### src/rtl/smbm_cmd_issuer.sv
// smbm_cmd_issuer: buffers ADD/DELETE/READ commands in a small FIFO and issues them one at a
// time to smbm, holding arguments until done, tracking list occupancy and reporting completion.
module smbm_cmd_issuer #(
    parameter int BIT_VEC_SIZE       = 256,
    parameter int BIT_VEC_SIZE_LOG   = 8,
    parameter int NUM_OF_METRICS     = 4,
    parameter int NUM_OF_METRICS_LOG = 2,
    parameter int FIFO_DEPTH         = 4,
    parameter int TIMEOUT            = 15
) (
    input  logic                            clk_i,
    input  logic                            rst_i,
    input  logic                            cmd_valid_i,
    output logic                            cmd_ready_o,
    input  logic [2:0]                      cmd_op_i,
    input  logic [BIT_VEC_SIZE_LOG-1:0]     cmd_id_i,
    input  logic [8*NUM_OF_METRICS-1:0]     cmd_metric_val_i,
    input  logic [BIT_VEC_SIZE-1:0]         cmd_in_i,
    input  logic [NUM_OF_METRICS_LOG-1:0]   cmd_metricX_i,
    input  logic [2:0]                      cmd_opcode_in_i,
    output logic [2:0]                      opcode_o,
    output logic [BIT_VEC_SIZE_LOG-1:0]     id_o,
    output logic [8*NUM_OF_METRICS-1:0]     metric_val_o,
    output logic [BIT_VEC_SIZE-1:0]         in_o,
    output logic [NUM_OF_METRICS_LOG-1:0]   metricX_o,
    output logic [2:0]                      opcode_in_o,
    input  logic                            smbm_done_i,
    output logic                            rsp_valid_o,
    output logic [2:0]                      rsp_op_o,
    output logic                            rsp_err_o,
    output logic [BIT_VEC_SIZE_LOG:0]       occupancy_o
);

    localparam logic [2:0] OP_ADD    = 3'b000;
    localparam logic [2:0] OP_DELETE = 3'b001;
    localparam logic [2:0] OP_READ   = 3'b010;
    localparam logic [2:0] OP_IDLE   = 3'b111;

    localparam int PTR_W = $clog2(FIFO_DEPTH);
    localparam int CNT_W = PTR_W + 1;
    localparam int OCC_W = BIT_VEC_SIZE_LOG + 1;
    localparam int TO_W  = $clog2(TIMEOUT + 1);

    typedef struct packed {
        logic [2:0]                    op;
        logic [BIT_VEC_SIZE_LOG-1:0]   id;
        logic [8*NUM_OF_METRICS-1:0]   metric_val;
        logic [BIT_VEC_SIZE-1:0]       vec;
        logic [NUM_OF_METRICS_LOG-1:0] metricX;
        logic [2:0]                    opcode_in;
    } cmd_t;

    typedef enum logic [1:0] {
        ST_IDLE,
        ST_ISSUE,
        ST_WAIT
    } state_t;

    state_t             state_q, state_d;
    cmd_t               fifo_q [FIFO_DEPTH];
    logic [PTR_W-1:0]   wr_ptr_q, wr_ptr_d;
    logic [PTR_W-1:0]   rd_ptr_q, rd_ptr_d;
    logic [CNT_W-1:0]   count_q, count_d;
    cmd_t               issued_q, issued_d;
    logic [2:0]         opcode_q, opcode_d;
    logic [TO_W-1:0]    wait_cnt_q, wait_cnt_d;
    logic               rsp_valid_q, rsp_valid_d;
    logic [2:0]         rsp_op_q, rsp_op_d;
    logic               rsp_err_q, rsp_err_d;
    logic [OCC_W-1:0]   occupancy_q, occupancy_d;

    cmd_t               push_cmd;
    cmd_t               head;
    logic               push;
    logic               pop;
    logic               head_legal;

    assign push_cmd = '{op: cmd_op_i, id: cmd_id_i, metric_val: cmd_metric_val_i,
                        vec: cmd_in_i, metricX: cmd_metricX_i, opcode_in: cmd_opcode_in_i};

    assign cmd_ready_o = (count_q != CNT_W'(FIFO_DEPTH));
    assign push        = cmd_valid_i && cmd_ready_o;
    assign pop         = (state_q == ST_IDLE) && (count_q != '0);
    assign head        = fifo_q[rd_ptr_q];

    always_comb begin
        wr_ptr_d = wr_ptr_q;
        rd_ptr_d = rd_ptr_q;
        count_d  = count_q;
        if (push) begin
            wr_ptr_d = wr_ptr_q + PTR_W'(1);
        end
        if (pop) begin
            rd_ptr_d = rd_ptr_q + PTR_W'(1);
        end
        case ({push, pop})
            2'b10:   count_d = count_q + CNT_W'(1);
            2'b01:   count_d = count_q - CNT_W'(1);
            default: count_d = count_q;
        endcase
    end

    // Storage needs no reset: an entry is only read after it has been written.
    always_ff @(posedge clk_i) begin
        if (push) begin
            fifo_q[wr_ptr_q] <= push_cmd;
        end
    end

    always_comb begin
        head_legal = 1'b0;
        case (head.op)
            OP_ADD:    head_legal = (occupancy_q != OCC_W'(BIT_VEC_SIZE));
            OP_DELETE: head_legal = (occupancy_q != '0);
            OP_READ:   head_legal = 1'b1;
            default:   head_legal = 1'b0;
        endcase
    end

    always_comb begin
        state_d     = state_q;
        issued_d    = issued_q;
        opcode_d    = OP_IDLE;
        wait_cnt_d  = wait_cnt_q;
        rsp_valid_d = 1'b0;
        rsp_op_d    = rsp_op_q;
        rsp_err_d   = rsp_err_q;
        occupancy_d = occupancy_q;
        case (state_q)
            ST_IDLE: begin
                if (pop) begin
                    if (head_legal) begin
                        issued_d = head;
                        opcode_d = head.op;
                        state_d  = ST_ISSUE;
                    end else begin
                        rsp_valid_d = 1'b1;
                        rsp_err_d   = 1'b1;
                        rsp_op_d    = head.op;
                    end
                end
            end
            ST_ISSUE: begin
                wait_cnt_d = '0;
                state_d    = ST_WAIT;
            end
            ST_WAIT: begin
                // Occupancy only moves on a confirmed completion, never on a timeout.
                if (smbm_done_i) begin
                    rsp_valid_d = 1'b1;
                    rsp_err_d   = 1'b0;
                    rsp_op_d    = issued_q.op;
                    if (issued_q.op == OP_ADD) begin
                        occupancy_d = occupancy_q + OCC_W'(1);
                    end else if (issued_q.op == OP_DELETE) begin
                        occupancy_d = occupancy_q - OCC_W'(1);
                    end
                    state_d = ST_IDLE;
                end else if (wait_cnt_q == TO_W'(TIMEOUT - 1)) begin
                    rsp_valid_d = 1'b1;
                    rsp_err_d   = 1'b1;
                    rsp_op_d    = issued_q.op;
                    state_d     = ST_IDLE;
                end else begin
                    wait_cnt_d = wait_cnt_q + TO_W'(1);
                end
            end
            default: begin
                state_d = ST_IDLE;
            end
        endcase
    end

    always_ff @(posedge clk_i or posedge rst_i) begin
        if (rst_i) begin
            state_q     <= ST_IDLE;
            wr_ptr_q    <= '0;
            rd_ptr_q    <= '0;
            count_q     <= '0;
            issued_q    <= '0;
            opcode_q    <= OP_IDLE;
            wait_cnt_q  <= '0;
            rsp_valid_q <= 1'b0;
            rsp_op_q    <= '0;
            rsp_err_q   <= 1'b0;
            occupancy_q <= '0;
        end else begin
            state_q     <= state_d;
            wr_ptr_q    <= wr_ptr_d;
            rd_ptr_q    <= rd_ptr_d;
            count_q     <= count_d;
            issued_q    <= issued_d;
            opcode_q    <= opcode_d;
            wait_cnt_q  <= wait_cnt_d;
            rsp_valid_q <= rsp_valid_d;
            rsp_op_q    <= rsp_op_d;
            rsp_err_q   <= rsp_err_d;
            occupancy_q <= occupancy_d;
        end
    end

    assign opcode_o     = opcode_q;
    assign id_o         = issued_q.id;
    assign metric_val_o = issued_q.metric_val;
    assign in_o         = issued_q.vec;
    assign metricX_o    = issued_q.metricX;
    assign opcode_in_o  = issued_q.opcode_in;
    assign rsp_valid_o  = rsp_valid_q;
    assign rsp_op_o     = rsp_op_q;
    assign rsp_err_o    = rsp_err_q;
    assign occupancy_o  = occupancy_q;

endmodule
### config.mk
export PLATFORM = sky130hd
export DESIGN_NAME = smbm_cmd_issuer
export DESIGN_NICKNAME = d
export VERILOG_FILES = /design/src/rtl/smbm_cmd_issuer.sv
export SDC_FILE = /design/constraint.sdc
export NUM_CORES = 1
export LEC_CHECK = 0
export CAP_MARGIN = 20
export CORE_MARGIN = 10
export CORE_UTILIZATION = 50
export CTS_BUF_LIST = sky130_fd_sc_hd__clkbuf_4 sky130_fd_sc_hd__clkbuf_8 sky130_fd_sc_hd__clkbuf_16
export CTS_CLUSTER_SIZE = 40
export DETAILED_ROUTE_END_ITERATION = 8
export GPL_ROUTABILITY_DRIVEN = 1
export GPL_TIMING_DRIVEN = 0
export PLACE_DENSITY = 0.82
export REMOVE_ABC_BUFFERS = 1
export SYNTH_ARGS = -nofsm -noshare
export SYNTH_HDL_FRONTEND = slang
export SYNTH_SLANG_ARGS = --single-unit
### constraint.sdc
create_clock -name clk_i -period 12.03 [get_ports clk_i]
set_input_delay 2.406 -clock clk_i [delete_from_list [all_inputs] [get_ports clk_i]]
set_output_delay 2.406 -clock clk_i [all_outputs]
set_load 0.01 [all_outputs]
-- Word-level counts from Yosys, hierarchy flattened
Memory sizes are Yosys's and may differ from the RTL's.
Cells that the tools add are included.
- reductions and logical operators: 16
- shift-type cells: 0
- multipliers: 0
- order comparisons: 0
- bitwise logic cells: 0
- multiplexer cells: 32
- equal/unequal tests: 16
- add/subtract/negate cells: 7
- divide/modulo/power cells: 0
- operators with widths (kind ; count):
    $mux W3 ; 7
    $mux W9 ; 2
    $pmux W3 S2 ; 2
    $reduce_and A3 Y1 ; 4
    $mux W1 ; 10
    $ne A2 B2 Y1 const B ; 5
    $add A9 B1 Y9 const B ; 1
    $ne A9 B9 Y1 const B ; 1
    $reduce_bool A9 Y1 ; 1
    $sub A9 B1 Y9 const B ; 1
    $mux W2 ; 4
    $mux W4 ; 2
    $pmux W4 S2 ; 1
    $reduce_bool A2 Y1 ; 4
    $eq A3 B1 Y1 const B ; 2
    $logic_not A3 Y1 ; 2
    $ne A3 B3 Y1 const B ; 2
    $pmux W2 S3 ; 1
    $add A2 B1 Y2 const B ; 2
    $add A4 B1 Y4 const B ; 1
    $eq A2 B1 Y1 const B ; 2
    $eq A2 B2 Y1 const B ; 2
    $eq A4 B4 Y1 const B ; 1
    $pmux W1 S2 ; 2
    other kinds (8) ; 9
- bits in writable memories: 1216
- bits in registers: 334
- output and inout bits: 319
- bits in latches: 0
- logic and storage cells: 88
- memories kept: 1
- bits in read-only memories: 0
- memory list (name ; words ; bits a word ; read ports ; clocked after memory_dff ; write ports ; line ; RTL):
    fifo_q ; 4 ; 304 ; 1 ; 0 ; 1 ; 60 ; cmd_t fifo_q [FIFO_DEPTH];

-- Logic depth before layout (Yosys ltp)
Gate-level depths: netlist of run 1.
An unclocked memory read counts as a cell.
- depth in word-level cells: 6
- depth in mapped cells: 10
- mapped depth without buffers: 10

-- Least setup slack after synthesis of run 1
Ideal clock, no wire load.
- path type: input -> register
- from: input cmd_valid_i
- to: memory fifo_q[0][0] (netlist name) (enable)
- data arrival time: 9338 ps
- setup slack: 1984 ps
- library setup time: 708 ps
- stages on the path: 1
- buffers on the path: 0
- data required time: 11322 ps
- cells stage by stage: and3_1
- cells in the longest elaborated chain, start to end: 3
- RTL lines (element ; line ; RTL):
    start, declared ; 13 ; input logic cmd_valid_i,
    $logic_and A1 B1 Y1 ; 82 ; assign push = cmd_valid_i && cmd_ready_o;
    $mux W1 ; 105 ; if (push) begin
    $mux W1 (implied by the code) ; 106 ; fifo_q[wr_ptr_q] <= push_cmd;
    end, declared ; 60 ;
Every way passes these cells.

-- Final worst setup path of run 1
- from: register rd_ptr_q[0]
- to: register issued_q, in the netlist metric_val_o[22]
- cells in the longest elaborated chain, start to end: 4
- elaborated cells between the ends (all ways): 6
- those cells by class: eq/ne: 2; mux: 1; reduce/logical: 2; memory: 1
- RTL lines (element ; line ; RTL):
    start, declared ; 62 ; logic [PTR_W-1:0] rd_ptr_q, rd_ptr_d;
    start signal, assigned ; 190 ; rd_ptr_q <= rd_ptr_d;
    $mem_v2 Z4 W304 (*) ; - ;
    $eq A3 B2 Y1, or another cell as far along ; 112 ; case (head.op)
    $pmux W1 S3 ; 112 ;
    $reduce_and A3 Y1 (no line) ; - ;
    end signal, assigned ; 192 ; issued_q <= issued_d;
    end, declared ; 64 ; cmd_t issued_q, issued_d;
Every way passes the cells marked *; elsewhere a longest branch is shown, timed or not.
A chain may end at the register's enable or synchronous reset.

==> metrics.txt, run 1 <==
path type of the worst setup path reg -> reg; site row count roughly 130; outcome completed; final routed DRC violation total 0; area growth from synthesis to final layout 20.5%; leading cell type in the layout, fill and taps excluded edfxtp_1; worst skew pair latency ~0.75 ns; # clock sinks 1550; DR vias/cell between 5 and 6; synthesized flop and latch total 1550; count of cells resized by post-cts repair 0; launch point of the worst reg-to-reg path rd_ptr_q[0]; root buffer selected by CTS clkbuf_16; Synth Flop Type edfxtp_1; number of enable flip-flop cells after synthesis ~1200; nature of the critical path startpoint flip-flop; width of the die ~360 um; part of the cycle the worst path needs 0.386; post-layout instance area 0.0711 mm2; leakage power summed over all cells 0.0244 uW; GRT Residual Overflow 0; global-route total usage across every layer 0.195; total number of nets in the final design between 3000 and 4000; final-layout worst hold slack about 0.48 ns; warnings from Yosys 0; Setup-failing EPs final 0; die boundary height between 300 and 400 um; Data required, critical path 12.64 ns; number of antenna-violating nets in the routed design 0; final sum of negative setup slack 0 ns; final weighted congestion of routability-driven global placement 0.740; wire length of the first global-routing pass between 150000 and 200000 um; # IOs 627; buffer depth of the longest clock path 3; count of buffers inserted at the top-level ports about 630; Cells after Synth 2715; Placed Instances between 4000 and 5000; final HPWL from detailed placement between 70000 and 80000 um; Post CTS Setup Buffer Count 0; final non-filler cell total approximately 4800; start point of the critical path rd_ptr_q[0]; sequential-to-total area share from yosys stat 0.761; transition time at the pin with the least slew margin 0.846 ns; RSZ-0062 raised after global routing false; relative max-transition margin 0.436; min Tclk post-route approximately 4.6 ns; commonest cells after routing, fill and taps aside edfxtp_1 (1216), clkdlybuf4s50_1 (626), dfrtp_1 (329); routed wire length between 100000 and 150000 um; standard cell core area roughly 0.12 mm2; data arrival time of the critical path between 5 and 6 ns; Die ar. between 0.1 and 0.15 mm2; count of vias placed by the detailed router around 27000; startpoint of the lowest-slack hold path in_o[163]; number of antenna violations at the first check in global routing 33; final hold violations 0; Crit Path Max Fanout 31; per-cell routed wire length 26.8 um; worst-case setup slack after placement roughly 6.7 ns; power density relative to cell area about 270 mW/mm2; via count of the first global-routing pass approximately 29000; Pre-antenna DRT Iters 6; clock tree from TritonCTS built; endpoint type of the worst setup path flip-flop; fraction of final layout cells with drive strength greater than 1 0.218; number of buffers inserted during clock tree synthesis between 150 and 200; clock transition time at the flip-flop clock pins of the worst setup and hold paths ~0.060 ns; Post-Place Cell Area roughly 0.066 mm2; class of the worst hold path reg -> reg; average instance area after synthesis 21.7 um2; pin count of the biggest net entering global routing ~110; unique cell type count in the Yosys netlist 42; worst vdd ir between 150 and 200 uV; Synth async-reset ratio 0.215; pins over their slew limit 0; Post-Synthesis Cell Area around 0.059 mm2; f_max ~220 MHz; max cap viols 0; H-Tree Depth 4; worst clock skew 0.0354 ns; post-route setup slack roughly 7.4 ns; count of hold-fix buffers inserted at cts 0; DR iter-0 viols 2001; initial core utilization 0.505
routing by layer:
| metal | global-route usage | wire (um) | share of wire | up-vias |
|---|---|---|---|---|
| li1 | - | - | - | 11400 |
| met1 | 0.231 | 47000 | 0.36 | 14100 |
| met2 | 0.329 | 67400 | 0.52 | 921 |
| met3 | 0.0656 | 10600 | 0.082 | 240 |
| met5 | 0 | 201 | 0.0016 | - |
| met4 | 0.0770 | 4150 | 0.032 | 30 |
sequential cells by signal (all words and copies together) (netlist names):
signal / cells
fifo_q: 1216
in_o: 256
metric_val_o: 32
occupancy_o: 9
id_o: 8
wait_cnt_q: 4
count_q: 3
issued_q: 3
opcode_in_o: 3
opcode_o: 3
rsp_op_o: 3
metricX_o: 2
rd_ptr_q: 2
state_q: 2
wr_ptr_q: 2
rsp_err_o: 1
rsp_valid_o: 1
metrics by stage:
stage / power, uW / utilization
2_1_floorplan: 12600 / -
3_3_place_gp: 15400 / 0.551
3_5_place_dp: 14300 / 0.564
4_1_cts: 19300 / 0.609
5_1_grt: 19900 / 0.609
6_report: 19000 / 0.609
cell type report:
cell class / instances / area, um2
diodes: 19 / 47.5
clock buffers: 213 / 4460
clock inverters: 76 / 781
fillers: 7738 / 45600
inverters: 17 / 71.3
multi-input cells: 743 / 11200
flip-flops and latches: 1550 / 44900
well taps: 1524 / 1910
repair buffers: 681 / 7700
worst paths after layout:
kind / end / slack (ns) / cells after the start
worst max-delay path: metric_val_o[22] / 7.39 / 13
worst min-delay path: in_o[163] / 0.48 / 1
worst max register to register: metric_val_o[22] / 7.39 / 13
worst min register to register: in_o[163] / 0.48 / 1
max in group asynchronous: rd_ptr_q[1] / 8.37 / 4
min in group asynchronous: in_o[122] / 2.11 / 2
cells by family (layout without fill, tap and decap cells):
logic type      after synthesis  after routing  share of synthesized area
xor+xnor                     13             13                    0.00193
fa+ha+maj                    16             16                    0.00365
compound gates               34             34                    0.00352
other cells                   0             19                          0
flops                      1550           1550                      0.761
buf+inv                     422            987                     0.0491
simple gates                 68             68                    0.00579
mux                         612            612                      0.175
power breakdown:
part	internal (uW)	total [uW]	switching (uW)	leakage (uW)
logic	3280	6270	2990	0.00669
clock network	2840	4860	2020	0.00263
registers	7310	7900	589	0.0151
Yosys cell counts, types with 2 or more instances:
| cell type | instances | share of area |
|---|---|---|
| a21o_1 | 2 | 0.00025 |
| a21oi_1 | 7 | 0.00059 |
| a31oi_1 | 2 | 0.00021 |
| and3_1 | 4 | 0.00042 |
| buf_1 | 2 | 0.00013 |
| buf_2 | 12 | 0.0010 |
| buf_4 | 303 | 0.039 |
| buf_6 | 21 | 0.0040 |
| clkbuf_1 | 67 | 0.0043 |
| dfrtp_1 | 331 | 0.14 |
| dfstp_2 | 3 | 0.0013 |
| edfxtp_1 | 1216 | 0.62 |
| fa_1 | 2 | 0.00068 |
| ha_1 | 14 | 0.0030 |
| inv_1 | 17 | 0.0011 |
| mux2_1 | 237 | 0.045 |
| mux2_2 | 70 | 0.013 |
| mux4_2 | 304 | 0.12 |
| nand2_1 | 22 | 0.0014 |
| nand2b_1 | 2 | 0.00021 |
| nand3_1 | 6 | 0.00051 |
| nor2_1 | 10 | 0.00064 |
| nor2b_1 | 4 | 0.00042 |
| nor3_1 | 7 | 0.00059 |
| nor3b_1 | 4 | 0.00051 |
| nor4_1 | 2 | 0.00021 |
| o21a_1 | 2 | 0.00025 |
| o21ai_0 | 13 | 0.0011 |
| o41ai_1 | 2 | 0.00030 |
| or3_1 | 4 | 0.00042 |
| xnor2_1 | 5 | 0.00074 |
| xor2_1 | 8 | 0.0012 |
critical path, cell delays in order, from the launching register on:
cell     delay, ns
dfrtp_4       0.68
buf_16        0.31
buf_16        0.28
mux4_2        0.62
a21oi_1       0.20
o21ai_2       0.12
nor2_4        0.54
buf_16        0.25
buf_12        0.20
buf_16        0.19
buf_12        0.19
buf_12        0.22
buf_12        0.23
mux2_2        0.37
(Power assumes the default switching activity.)
==> inputs of run 2 (changes only) <==
- PLACE_DENSITY: 0.82 -> 0.79
- clock period: 12.03 -> 4.59 ns (I/O delays scaled with it)
==> run 2 against run 1 <==
  * Global-route usage is 0.41 points lower
  * First-iteration DRC count decreased by 1.6%
  * Power grew to 2.6 times the previous value
  * Worst setup slack worse by 7.0 ns
  * Critical path type unchanged
  * Highest routed layer unchanged
==> metrics.txt, run 2 (same netlist as run 1, synthesis figures left out) <==
f_max roughly 240 MHz; class of the worst hold path reg -> reg; path type of the worst setup path reg -> reg; net switching power 14400 uW; worst-case setup slack after placement approximately 0.31 ns; Post-Place Cell Area 0.0658 mm2; final weighted congestion of routability-driven global placement 0.727; final hold violations 0; Crit Path Max Fanout 39; leakage power summed over all cells about 0.024 uW; largest register by flop count fifo_q; launch point of the worst reg-to-reg path rd_ptr_q[0]; worst vdd ir ~540 uV; # clock sinks about 1600; outcome completed; area growth from synthesis to final layout 20.4%; root buffer selected by CTS clkbuf_16; DR iter-0 viols between 1500 and 2000; H-Tree Depth 4; # IOs around 630; endpoint type of the worst setup path flip-flop; count of buffers inserted at the top-level ports around 630; pins over their slew limit 0; number of buffers inserted during clock tree synthesis 155; Pre-antenna DRT Iters 5; site row count between 100 and 150; RSZ-0062 raised after global routing false; number of antenna violations at the first check in global routing 25; pin count of the biggest net entering global routing about 110; data arrival time of the critical path 4.83 ns; transition time at the pin with the least slew margin ~0.78 ns; Data required, critical path 5.22 ns; wire length of the first global-routing pass roughly 190000 um; power density relative to cell area between 600 and 700 mW/mm2; internal power of the cells 35100 uW; Net Sw Frac 0.292; startpoint of the lowest-slack hold path in_o[51]; die boundary height around 360 um; part of the cycle the worst path needs 0.915; Setup-failing EPs final 0; clock transition time at the flip-flop clock pins of the worst setup and hold paths ~0.060 ns; clock tree from TritonCTS built; routed wire length about 130000 um; buffer depth of the longest clock path 3; nature of the critical path startpoint flip-flop; final sum of negative setup slack 0 ns; start point of the critical path rd_ptr_q[0]; fraction of final layout cells with drive strength greater than 1 0.217; max cap viols 0; Post CTS Setup Buffer Count 0; Die ar. ~0.13 mm2; post-layout instance area between 0.07 and 0.08 mm2; post-route setup slack between 0.3 and 0.4 ns; per-cell routed wire length between 20 and 30 um; commonest cells after routing, fill and taps aside edfxtp_1 (1216), clkdlybuf4s50_1 (626), dfrtp_1 (329); final routed DRC violation total 0; GRT Residual Overflow 0; count of vias placed by the detailed router 26700; via count of the first global-routing pass slightly below 30000; fraction of power consumed by combinational cells 0.331; final HPWL from detailed placement 80600 um; number of antenna-violating nets in the routed design 0; relative max-transition margin 0.479; total number of nets in the final design between 3000 and 4000; Clk pwr share 0.253; leading cell type in the layout, fill and taps excluded edfxtp_1; initial core utilization 0.505; global-route total usage across every layer 0.191; count of cells resized by post-cts repair 0; number of flip-flops in the largest register ~1200; worst clock skew between 0.03 and 0.04 ns; worst skew pair latency between 0.7 and 0.8 ns; standard cell core area between 0.1 and 0.15 mm2; count of hold-fix buffers inserted at cts 0; width of the die between 300 and 400 um; DR vias/cell ~5.5; share of total power in sequential cells 0.416; min Tclk post-route ~4.2 ns
==> run 2: cell count changes in the layout (fill, tap and decap cells not counted), moves of 3 or more <==
cell	change
buf_12	+3
bufinv_16	-4
clkbuf_4	+10
clkinv_2	-4
clkinv_8	+3
diode_2	-12
inv_6	-8
==> run 2: area by class of cell <==
type / instances / area, um2
Antenna cell: 7 / 17.5
Clock buffer: 223 / 4560
Clock inverter: 61 / 613
Fill cell: 7775 / 45700
Inverter: 17 / 71.3
Multi-Input combinational cell: 743 / 11200
Sequential cell: 1550 / 44900
Tap cell: 1524 / 1910
Timing Repair Buffer: 683 / 7740
==> run 2: worst paths after layout <==
check                                   to  slack (ns)  cells past startpoint
min reg2reg                       in_o[51]        0.48                      1
min in group asynchronous        in_o[235]        0.58                      2
max reg2reg                metric_val_o[9]        0.39                     11
min                               in_o[51]        0.48                      1
max in group asynchronous      rd_ptr_q[1]        2.35                      4
max                        metric_val_o[9]        0.39                     11
==> run 2: power groups by stage <==
stage          Sequential (uW)  Clock (uW)  Combinational (uW)
3_3_place_gp             21000           0               11300
6_report                 20600       12500               16400
5_1_grt                  21000       13300               17600
3_5_place_dp             20900           0               16600
2_1_floorplan            22300           0                7410
4_1_cts                  20700       12800               16800
==> run 2: worst max-delay path, stage by stage, from the launching register on <==
cell     delay (ns)
dfrtp_4        0.74
buf_12         0.29
buf_16         0.30
mux4_2         0.62
a21oi_1        0.22
o21ai_2        0.12
nor2_4         0.46
buf_12         0.25
buf_16         0.19
buf_12         0.22
buf_16         0.20
mux2_2         0.35
==> run 2: layer usage <==
metal,GRT usage,vias up,share of wire,wire [um]
li1,-,11400,-,-
met1,0.236,14200,0.37,47200
met4,0.0598,36,0.025,3090
met3,0.0640,214,0.084,10600
met5,0,-,0.0018,230
met2,0.319,880,0.51,64700
==> run 2: through the flow <==
step | util | hold WS (ns) | power (uW) | instances
floorplan | - | 0.464 | 29700 | 2310
finish | 0.609 | 0.481 | 49500 | 4808
global placement | 0.551 | 0.466 | 32400 | 4460
CTS | 0.608 | 0.486 | 50200 | 4801
global route | 0.609 | 0.494 | 51900 | 4807
detailed placement | 0.564 | 0.474 | 37500 | 4517
